File: src/rtl/student_iic_master_seq.sv
// Command-driven I2C master byte sequencer: START/WRITE/READ/STOP over valid/ready,
// open-drain SCL/SDA enables. Define STUDENT_IIC_CLK_STRETCH_EN to honour slave clock stretching.
module student_iic_master_seq #(
  parameter int QuarterDiv = 250,
  parameter int CntW       = $clog2(QuarterDiv)
) (
  input  logic       clk_i,
  input  logic       rst_i,
  input  logic       cmd_valid_i,
  output logic       cmd_ready_o,
  input  logic [1:0] cmd_op_i,
  input  logic [7:0] cmd_data_i,
  input  logic       cmd_nack_i,
  output logic       rsp_valid_o,
  output logic [7:0] rsp_data_o,
  output logic       rsp_nack_o,
  output logic       busy_o,
  input  logic       scl_i,
  input  logic       sda_i,
  output logic       scl_oe_o,
  output logic       sda_oe_o
);
  localparam logic [1:0] OP_START = 2'd0;
  localparam logic [1:0] OP_WRITE = 2'd1;
  localparam logic [1:0] OP_READ  = 2'd2;
  localparam logic [1:0] OP_STOP  = 2'd3;

  typedef enum logic [2:0] {IDLE, START, BIT, STOP, DONE} state_e;

  state_e          state;
  logic [1:0]      op_q;
  logic [7:0]      data_q;
  logic            nack_q;
  logic [CntW-1:0] cnt;
  logic [1:0]      qph;
  logic [3:0]      bit_cnt;
  logic [8:0]      shreg;
  logic [1:0]      scl_sync, sda_sync;
  logic            scl_s, sda_s, hold, q_end;

  always_ff @(posedge clk_i or posedge rst_i) begin
    if (rst_i) begin
      scl_sync <= 2'b11;
      sda_sync <= 2'b11;
    end else begin
      scl_sync <= {scl_sync[0], scl_i};
      sda_sync <= {sda_sync[0], sda_i};
    end
  end
  assign scl_s = scl_sync[1];
  assign sda_s = sda_sync[1];

`ifdef STUDENT_IIC_CLK_STRETCH_EN
  // Includes the synchronizer latency after SCL is released, so each stretchable phase
  // runs at least two cycles longer than nominal.
  assign hold = ~scl_s && (cnt == '0) &&
                (((state == BIT) && (qph == 2'd2)) ||
                 (((state == START) || (state == STOP)) && (qph == 2'd1)));
`else
  logic unused_scl;
  assign unused_scl = scl_s;
  assign hold       = 1'b0;
`endif

  assign q_end       = !hold && (cnt == CntW'(QuarterDiv - 1));
  assign cmd_ready_o = (state == IDLE);
  assign busy_o      = ~cmd_ready_o;

  // SDA enable for a data bit driven in Q0; bit 8 carries data[7], bit 0 is the ACK slot.
  function automatic logic bit_oe(logic [1:0] op, logic [7:0] d, logic n, logic [3:0] b);
    if (b == 4'd0) return (op == OP_READ) ? ~n : 1'b0;
    return (op == OP_WRITE) ? ~d[3'(b - 4'd1)] : 1'b0;
  endfunction

  always_ff @(posedge clk_i or posedge rst_i) begin
    if (rst_i) begin
      state       <= IDLE;
      op_q        <= OP_START;
      data_q      <= '0;
      nack_q      <= 1'b0;
      cnt         <= '0;
      qph         <= '0;
      bit_cnt     <= '0;
      shreg       <= '0;
      scl_oe_o    <= 1'b0;
      sda_oe_o    <= 1'b0;
      rsp_valid_o <= 1'b0;
      rsp_data_o  <= '0;
      rsp_nack_o  <= 1'b0;
    end else begin
      rsp_valid_o <= 1'b0;
      if (state == START || state == BIT || state == STOP)
        cnt <= (hold || q_end) ? '0 : cnt + 1'b1;
      case (state)
        IDLE: if (cmd_valid_i) begin
          op_q    <= cmd_op_i;
          data_q  <= cmd_data_i;
          nack_q  <= cmd_nack_i;
          cnt     <= '0;
          qph     <= '0;
          bit_cnt <= 4'd8;
          case (cmd_op_i)
            OP_START: begin
              state    <= START;
              sda_oe_o <= 1'b0;
            end
            OP_STOP: begin
              state    <= STOP;
              scl_oe_o <= 1'b1;
              sda_oe_o <= 1'b1;
            end
            default: begin
              state    <= BIT;
              scl_oe_o <= 1'b1;
              sda_oe_o <= bit_oe(cmd_op_i, cmd_data_i, cmd_nack_i, 4'd8);
            end
          endcase
        end
        START: if (q_end) begin
          qph <= qph + 2'd1;
          case (qph)
            2'd0:    scl_oe_o <= 1'b0;
            2'd1:    sda_oe_o <= 1'b1;
            2'd2:    scl_oe_o <= 1'b1;
            default: state    <= DONE;
          endcase
        end
        BIT: if (q_end) begin
          qph <= qph + 2'd1;
          case (qph)
            2'd0: ;
            2'd1: scl_oe_o <= 1'b0;
            2'd2: shreg    <= {shreg[7:0], sda_s};
            default: begin
              scl_oe_o <= 1'b1;
              if (bit_cnt == 4'd0) begin
                state <= DONE;
              end else begin
                bit_cnt  <= bit_cnt - 4'd1;
                sda_oe_o <= bit_oe(op_q, data_q, nack_q, bit_cnt - 4'd1);
              end
            end
          endcase
        end
        STOP: if (q_end) begin
          qph <= qph + 2'd1;
          case (qph)
            2'd0:    scl_oe_o <= 1'b0;
            2'd1:    sda_oe_o <= 1'b0;
            2'd2:    ;
            default: state    <= DONE;
          endcase
        end
        DONE: begin
          state <= IDLE;
          if (op_q == OP_WRITE || op_q == OP_READ) begin
            rsp_valid_o <= 1'b1;
            rsp_data_o  <= (op_q == OP_READ) ? shreg[8:1] : 8'h00;
            rsp_nack_o  <= (op_q == OP_READ) ? nack_q : shreg[0];
          end
        end
        default: state <= IDLE;
      endcase
    end
  end
endmodule
File: config.mk
export PLATFORM = sky130hd
export DESIGN_NAME = student_iic_master_seq
export DESIGN_NICKNAME = d
export VERILOG_FILES = /design/src/rtl/student_iic_master_seq.sv
export SDC_FILE = /design/constraint.sdc
export NUM_CORES = 1
export LEC_CHECK = 0
export BUFFER_PORTS_ARGS = -buffer_cell sky130_fd_sc_hd__clkbuf_2
export CORE_MARGIN = 4
export CORE_UTILIZATION = 60
export CTS_CLUSTER_SIZE = 16
export DETAILED_ROUTE_END_ITERATION = 7
export PLACE_DENSITY = 0.9
export SYNTH_ARGS = -nofsm -noshare
export SYNTH_HDL_FRONTEND = slang
export SYNTH_SLANG_ARGS = --single-unit
File: constraint.sdc
create_clock -name clk_i -period 6 [get_ports clk_i]
set_clock_uncertainty 0.2 [all_clocks]
set_input_delay 0.9 -clock clk_i [delete_from_list [all_inputs] [get_ports clk_i]]
set_output_delay 0.9 -clock clk_i [all_outputs]
set_load 0.02 [all_outputs]
==> results of run 1 <==
==> where the power goes <==
| group | internal [mW] | leakage [nW] | switching (mW) |
|---|---|---|---|
| registers | 0.411 | 0.665 | 0.0688 |
| clock network | 0.0816 | 0.0412 | 0.109 |
| logic | 0.179 | 0.626 | 0.194 |
==> area by class of cell <==
cell class | instances | share of cell area [%]
Timing Repair Buffer | 28 | 4.96
Sequential cell | 51 | 45.3
Tap cell | 50 | 2.22
Inverter | 14 | 1.86
Clock buffer | 6 | 2.57
Multi-Input combinational cell | 170 | 42.7
Clock inverter | 2 | 0.443
==> stage by stage <==
stage | total power [mW] | worst slack, ns | util (%) | cell area [um2]
final | 1.04 | 3.47 | 69.1 | 2820
after detailed placement | 0.858 | 3.34 | 67.0 | 2740
after global placement | 0.838 | 3.38 | 67.0 | 2740
after floorplan | 0.778 | 3.43 | - | 2590
after global routing | 1.12 | 3.36 | 69.1 | 2820
after CTS | 1.05 | 3.47 | 69.1 | 2820
==> flip-flops by register name, indices dropped and copies added (netlist names), 2 cells and up <==
name and flops:
data_q 8, qph 2, cnt 8, shreg 9, state 3, sda_sync 2, bit_cnt 4, rsp_data_o 8
op_q 2
==> synth_stat cells, drive strengths merged (2+ instances only) <==
| master | number | area (um2) |
|---|---|---|
| mux4 | 2 | 52.6 |
| or2 | 3 | 18.8 |
| nor2 | 16 | 67.6 |
| nor2b | 2 | 12.5 |
| xnor2 | 2 | 17.5 |
| mux2i | 2 | 20.0 |
| ha | 13 | 163 |
| nand2 | 31 | 116 |
| and3 | 2 | 12.5 |
| nor4 | 3 | 18.8 |
| inv | 14 | 52.6 |
| xor2 | 5 | 43.8 |
| o21ai | 23 | 115 |
| dfstp | 2 | 52.6 |
| mux2 | 22 | 248 |
| nand2b | 6 | 37.5 |
| buf | 6 | 32.5 |
| nand4 | 4 | 31.3 |
| clkbuf | 5 | 18.8 |
| a21oi | 7 | 35.0 |
| nand3b | 4 | 30.0 |
| or3 | 2 | 12.5 |
| dfrtp | 49 | 1230 |
| nor3 | 5 | 25.0 |
==> path summary, 6_finish.rpt <==
path                              from            end  slack, ns
max in group asynchronous        rst_i         cnt[7]       4.36
hold / removal             sda_sync[0]    sda_sync[1]       0.16
setup reg to reg            bit_cnt[0]       state[0]       3.51
min in group asynchronous        rst_i  rsp_data_o[3]       0.62
setup / recovery              state[0]         busy_o       3.47
hold reg to reg            sda_sync[0]    sda_sync[1]       0.16
==> cells by family (layout without fill, tap and decap cells) <==
family          count (synthesis)  in the layout  synth area share [%]
simple gates                   83             83                  16.2
mux                            26             26                  12.4
compound gates                 41             41                  9.33
buf+inv                        25             50                  4.01
xor+xnor                        7              7                  2.37
fa+ha+maj                      13             13                  6.29
flops                          51             51                  49.4
==> critical path, stage by stage (launching register included) <==
cell and delay [ns]:
sky130_fd_sc_hd__dfrtp_1 0.57, sky130_fd_sc_hd__nor3_1 0.28, sky130_fd_sc_hd__inv_1 0.10, sky130_fd_sc_hd__clkbuf_2 0.17
==> per-layer routing <==
| metal | part of all wire (%) | GRT usage (%) | vias up | wire, um |
|---|---|---|---|---|
| li1 | - | - | 899 | - |
| met1 | 44 | 22.4 | 859 | 1940 |
| met2 | 48 | 30.8 | 51 | 2140 |
| met3 | 6.3 | 5.06 | 5 | 278 |
| met4 | 1.4 | 6.44 | 0 | 63 |
| met5 | 0 | 0 | - | 0 |
==> parameters.txt, run 1 <==
Parameter                              Value

STA
  Measured slew at the worst slew-check pin ... 1.01 ns
  Slew Limit Fails ... 0
  Smallest hold slack ... roughly 0.16 ns
  Maximum achievable frequency ... 0.396 GHz
  Total negative slack ... 0 ns
  Final setup violating endpoints ... 0
  Period utilization ... 42.1%
  Final critical-path required period ... 2.53 ns
  Final-report hold violation count ... 0
  RSZ-0062 raised after global routing ... no
  Slew HR ... 32.4%

Floorplan
  Area of the core ... 0.00409 mm2
  Io pins ... 30
  Row Count ... 23
  Initial Util ... 63.3%
  DIE AREA ... roughly 0.0054 mm2
  Chip width ... 73.7 um
  Die Height ... 73.7 um

Routing
  Initial DRC Count ... roughly 70
  Routed wirelength normalized by instance count ... 13.8 um
  Number of DRC violations after detailed routing ... 0
  Final wirelength ... 4420 um
  DR vias ... 1,814
  Average via count per standard cell ... 5.65
  DRT Pass-1 Iters ... 4
  Post-DRT Antenna Nets ... 0

Placement
  Global placer's final weighted congestion ... 0.856
  Port Buffers ... 28
  HPWL after detailed placement ... 3130 um
  Placed cell count ... 313

Yosys
  Mapped Avg Cell Area ... approximately 11 um2
  Number of flops mapped to enable cells by yosys ... 0
  Netlist Area Pre-Place ... 0.00259 mm2
  Number of nets produced by synthesis ... around 280
  Synth Register Bits ... 51
  Async set-or-reset flop fraction in the synthesized netlist ... 100%
  Number of standard cells after synthesis ... 246
  Netlist cell types ... 43
  Yosys synthesis warning count ... 0
  Proportion of synthesized chip area in sequential cells ... about half
  Primary FF master, synth ... sky130_fd_sc_hd__dfrtp_1

Global route
  Global-route wire length before repair ... 7630 um
  Total congestion overflow ... 0
  Via count of the first global-routing pass ... 1,817
  Overall fraction of global-route tracks in use ... 18.3%
  Largest net degree at the start of global routing ... 52
  Initial antenna violation count ... 0

CTS
  H-tree levels ... 2
  Clock latency reported for the late side of the worst-skew pair ... 0.31 ns
  Clock tree sinks ... 51
  CTS clk-pin slew, worst paths ... 0.09 ns
  Number of buffers added by the clock tree synthesis step ... 5
  Quantity of hold-fixing buffers added after cts ... 0
  Cts repair resizes ... 0
  Post-CTS setup buffer count ... 0
  Root cell of the clock tree ... sky130_fd_sc_hd__clkbuf_8
  Buffer depth of the longest clock path ... 2
  CTS tree ... yes

Final layout
  Area of all sequential standard cells ... 0.00128 mm2
  Most common library cell in the layout ignoring fill and taps ... sky130_fd_sc_hd__dfrtp_1
  Final standard cell count with taps included and fillers excluded ... 321
  Most used cells in the layout excluding fill and tap cells ... sky130_fd_sc_hd__dfrtp_1, sky130_fd_sc_hd__nand2_1, sky130_fd_sc_hd__clkbuf_2, sky130_fd_sc_hd__o21ai_0, sky130_fd_sc_hd__mux2_2
  Net count, final ... 299
  Antenna cells ... 0
  FILL cells ... 306
  Area added between synthesis and finish ... 9.14%
  Share of post-route cells with drive strength above 1 ... roughly a quarter
  Total area of multi-input combinational cells ... roughly 0.0012 mm2

Worst setup path
  Arr. time, crit path ... 1.43 ns
  Required time reported for the critical path endpoint ... 4.90 ns
  Maximum fanout along the worst path ... 17
  Worst r2r path cells ... 6
  Kind of capture point of the worst setup path ... output pin
  Worst Path Class, Setup ... reg -> out
  Type of element launching the critical path ... flop

Power
  Cell leakage power ... 1.33 nW
  Maximum resistive drop on vdd ... 0.225 mV
  PwrDens ... 370 mW/mm2

Min path
  Hold-critical path depth ... 0
  Path class of the lowest-slack min-delay path ... reg -> reg

Run status
  Status ... complete, no violations

Flow run
  Total of max-cap violations ... 0
No activity file was read; power rests on OpenSTA's default activity.
==> run 2: changes to the inputs <==
CORE_UTILIZATION = 58   (was 60)
PLACE_DENSITY = 0.87   (was 0.9)
clock period = 2.35 ns   (was 6 ns; I/O delays follow)
==> run 2 against run 1 <==
Compared with the run above:
- power grew to 2.6 times the previous value
- critical endpoint is now sda_oe_o
- highest routed layer unchanged
- sequential cell count unchanged
- largest power group unchanged
- first-iteration DRC count is 42% higher
- cell count is 3.7% higher
- worst hold slack worse by 0.088 ns
==> parameters.txt, run 2 (synthesis gave the netlist of run 1 again) <==
Parameter                              Value

Floorplan
  Row Count ... 24
  DIE AREA ... 0.00559 mm2
  Chip width ... 74.8 um
  Die Height ... 74.8 um
  Io pins ... 30
  Initial Util ... 59.8%
  Area of the core ... 0.00432 mm2

Final layout
  Most used cells in the layout excluding fill and tap cells ... sky130_fd_sc_hd__dfrtp_1, sky130_fd_sc_hd__nand2_1, sky130_fd_sc_hd__clkbuf_2, sky130_fd_sc_hd__mux2_2, sky130_fd_sc_hd__o21ai_0
  Total area of multi-input combinational cells ... 0.00120 mm2
  Register with the most flip-flops ... shreg
  Area added between synthesis and finish ... 12.9%
  Flip-flop count of the largest register after layout ... 9
  Share of post-route cells with drive strength above 1 ... about a quarter
  Area of all sequential standard cells ... 0.00128 mm2
  FILL cells ... 342
  Net count, final ... 309
  Most common library cell in the layout ignoring fill and taps ... sky130_fd_sc_hd__dfrtp_1
  Antenna cells ... 0

Routing
  Routed wirelength normalized by instance count ... roughly 14 um
  Wire length the detailed router placed on met1 ... between 2000 and 2500 um
  Post-DRT Antenna Nets ... 0
  Top sig layer ... met4
  Initial DRC Count ... 102
  Final wirelength ... 4740 um
  Average via count per standard cell ... 5.66
  DRT Pass-1 Iters ... 5
  DR vias ... 1,886
  Number of DRC violations after detailed routing ... 0
  Met3 WL post-DR ... around 270 um
  Met2 wirelength from detailed routing ... 2350 um

Placement
  Global placer's final weighted congestion ... 0.883
  HPWL after detailed placement ... 3500 um
  Port Buffers ... 28

STA
  Slew HR ... 65.4%
  Period utilization ... 94.8%
  Total negative slack ... 0 ns
  Maximum achievable frequency ... 0.449 GHz
  Final critical-path required period ... roughly 2.2 ns
  Final-report hold violation count ... 0
  Measured slew at the worst slew-check pin ... roughly 0.52 ns
  RSZ-0062 raised after global routing ... no
  Slew Limit Fails ... 0
  Final setup violating endpoints ... 0

CTS
  Buffer depth of the longest clock path ... 2
  Clock tree sinks ... 51
  Root cell of the clock tree ... sky130_fd_sc_hd__clkbuf_8
  Number of buffers added by the clock tree synthesis step ... 5
  Clock latency reported for the late side of the worst-skew pair ... around 0.30 ns
  H-tree levels ... 2
  CTS clk-pin slew, worst paths ... roughly 0.09 ns
  Post-CTS setup buffer count ... 0
  CTS tree ... yes

Global route
  Overall fraction of global-route tracks in use ... 18.9%
  Largest net degree at the start of global routing ... 28
  Global-route wire length before repair ... 8130 um
  Via count of the first global-routing pass ... ~1,800
  Total congestion overflow ... 0
  Initial antenna violation count ... 0

Min path
  Hold-critical path depth ... 2
  Path class of the lowest-slack min-delay path ... in -> reg

Run status
  Status ... complete, no violations

Power
  Register share of total power ... between 40% and 50%
  Switching power total ... approximately 1 mW
  Cell leakage power ... 1.39 nW
  Combinational Power Share ... between 30% and 40%
  Power share of the clock group ... 18.4%
  Total Power ... 2.74 mW
  Int Pwr ... 1.76 mW
  Maximum resistive drop on vdd ... 0.553 mV
  PwrDens ... 937 mW/mm2
  Sw Ratio ... 35.8%

Worst setup path
  Kind of capture point of the worst setup path ... flop
  Arr. time, crit path ... 2.22 ns
  Type of element launching the critical path ... flop
  Required time reported for the critical path endpoint ... 2.34 ns
  Worst r2r path cells ... 7
  Maximum fanout along the worst path ... 6
  Worst Path Class, Setup ... reg -> reg

Flow run
  Total of max-cap violations ... 0
[run 2: timing repair]
item                       CTS  global route
setup endpoints to repair    0             3
hold buffers                 2             0
resized for setup            0             2
hold endpoints to repair    23             0
[run 2: worst max-delay path: stages, from the launching register on]
cell and delay, ns:
sky130_fd_sc_hd__dfrtp_1 0.41, sky130_fd_sc_hd__inv_1 0.10, sky130_fd_sc_hd__ha_1 0.20, sky130_fd_sc_hd__buf_4 0.16, sky130_fd_sc_hd__o41ai_1 0.44, sky130_fd_sc_hd__o211a_1 0.23, sky130_fd_sc_hd__o311ai_1 0.11, sky130_fd_sc_hd__mux2_2 0.27
[run 2: worst paths after layout]
kind                               start       endpoint  slack (ns)
setup / recovery              bit_cnt[1]       sda_oe_o        0.12
hold / removal             cmd_data_i[2]      data_q[2]        0.07
setup reg to reg              bit_cnt[1]       sda_oe_o        0.12
hold reg to reg              sda_sync[0]    sda_sync[1]        0.16
max in group asynchronous          rst_i      data_q[6]        1.02
min in group asynchronous          rst_i  rsp_data_o[2]        0.40
[run 2: power by group through the flow]
stage | Clock [mW] | Sequential [mW] | Combinational (mW)
after floorplan | 0 | 1.17 | 0.817
after global placement | 0 | 1.22 | 0.968
after detailed placement | 0 | 1.24 | 1.01
after CTS | 0.512 | 1.22 | 1.02
after global routing | 0.537 | 1.25 | 1.15
final | 0.502 | 1.22 | 1.02
[run 2: final cells by class]
type                    count  share of cell area (%)
clock buffers               6                    2.49
clock inverters             2                   0.471
inverters                  14                    1.80
multi-input cells         170                    41.3
flip-flops and latches     51                    43.8
well taps                  52                    2.23
repair buffers             38                    7.97
[run 2: routing by layer]
metal | up-vias | GRT usage [%]
met4 | 0 | 7.51
met3 | 14 | 4.54
li1 | 929 | -
met2 | 60 | 31.5
met1 | 883 | 23.7
met5 | - | 0
[run 2: stage by stage]
stage          instances  setup slack, ns  utilization, %  instance area (um2)  hold WS (ns)
2_1_floorplan        246            0.209               -                 2590         0.145
3_3_place_gp         323            0.162            65.1                 2810         0.146
3_5_place_dp         323           0.0866            65.1                 2810         0.149
4_1_cts              333           0.0402            67.5                 2920        0.0667
5_1_grt              333           0.0258            67.5                 2920        0.0715
6_report             333            0.121            67.5                 2920        0.0721
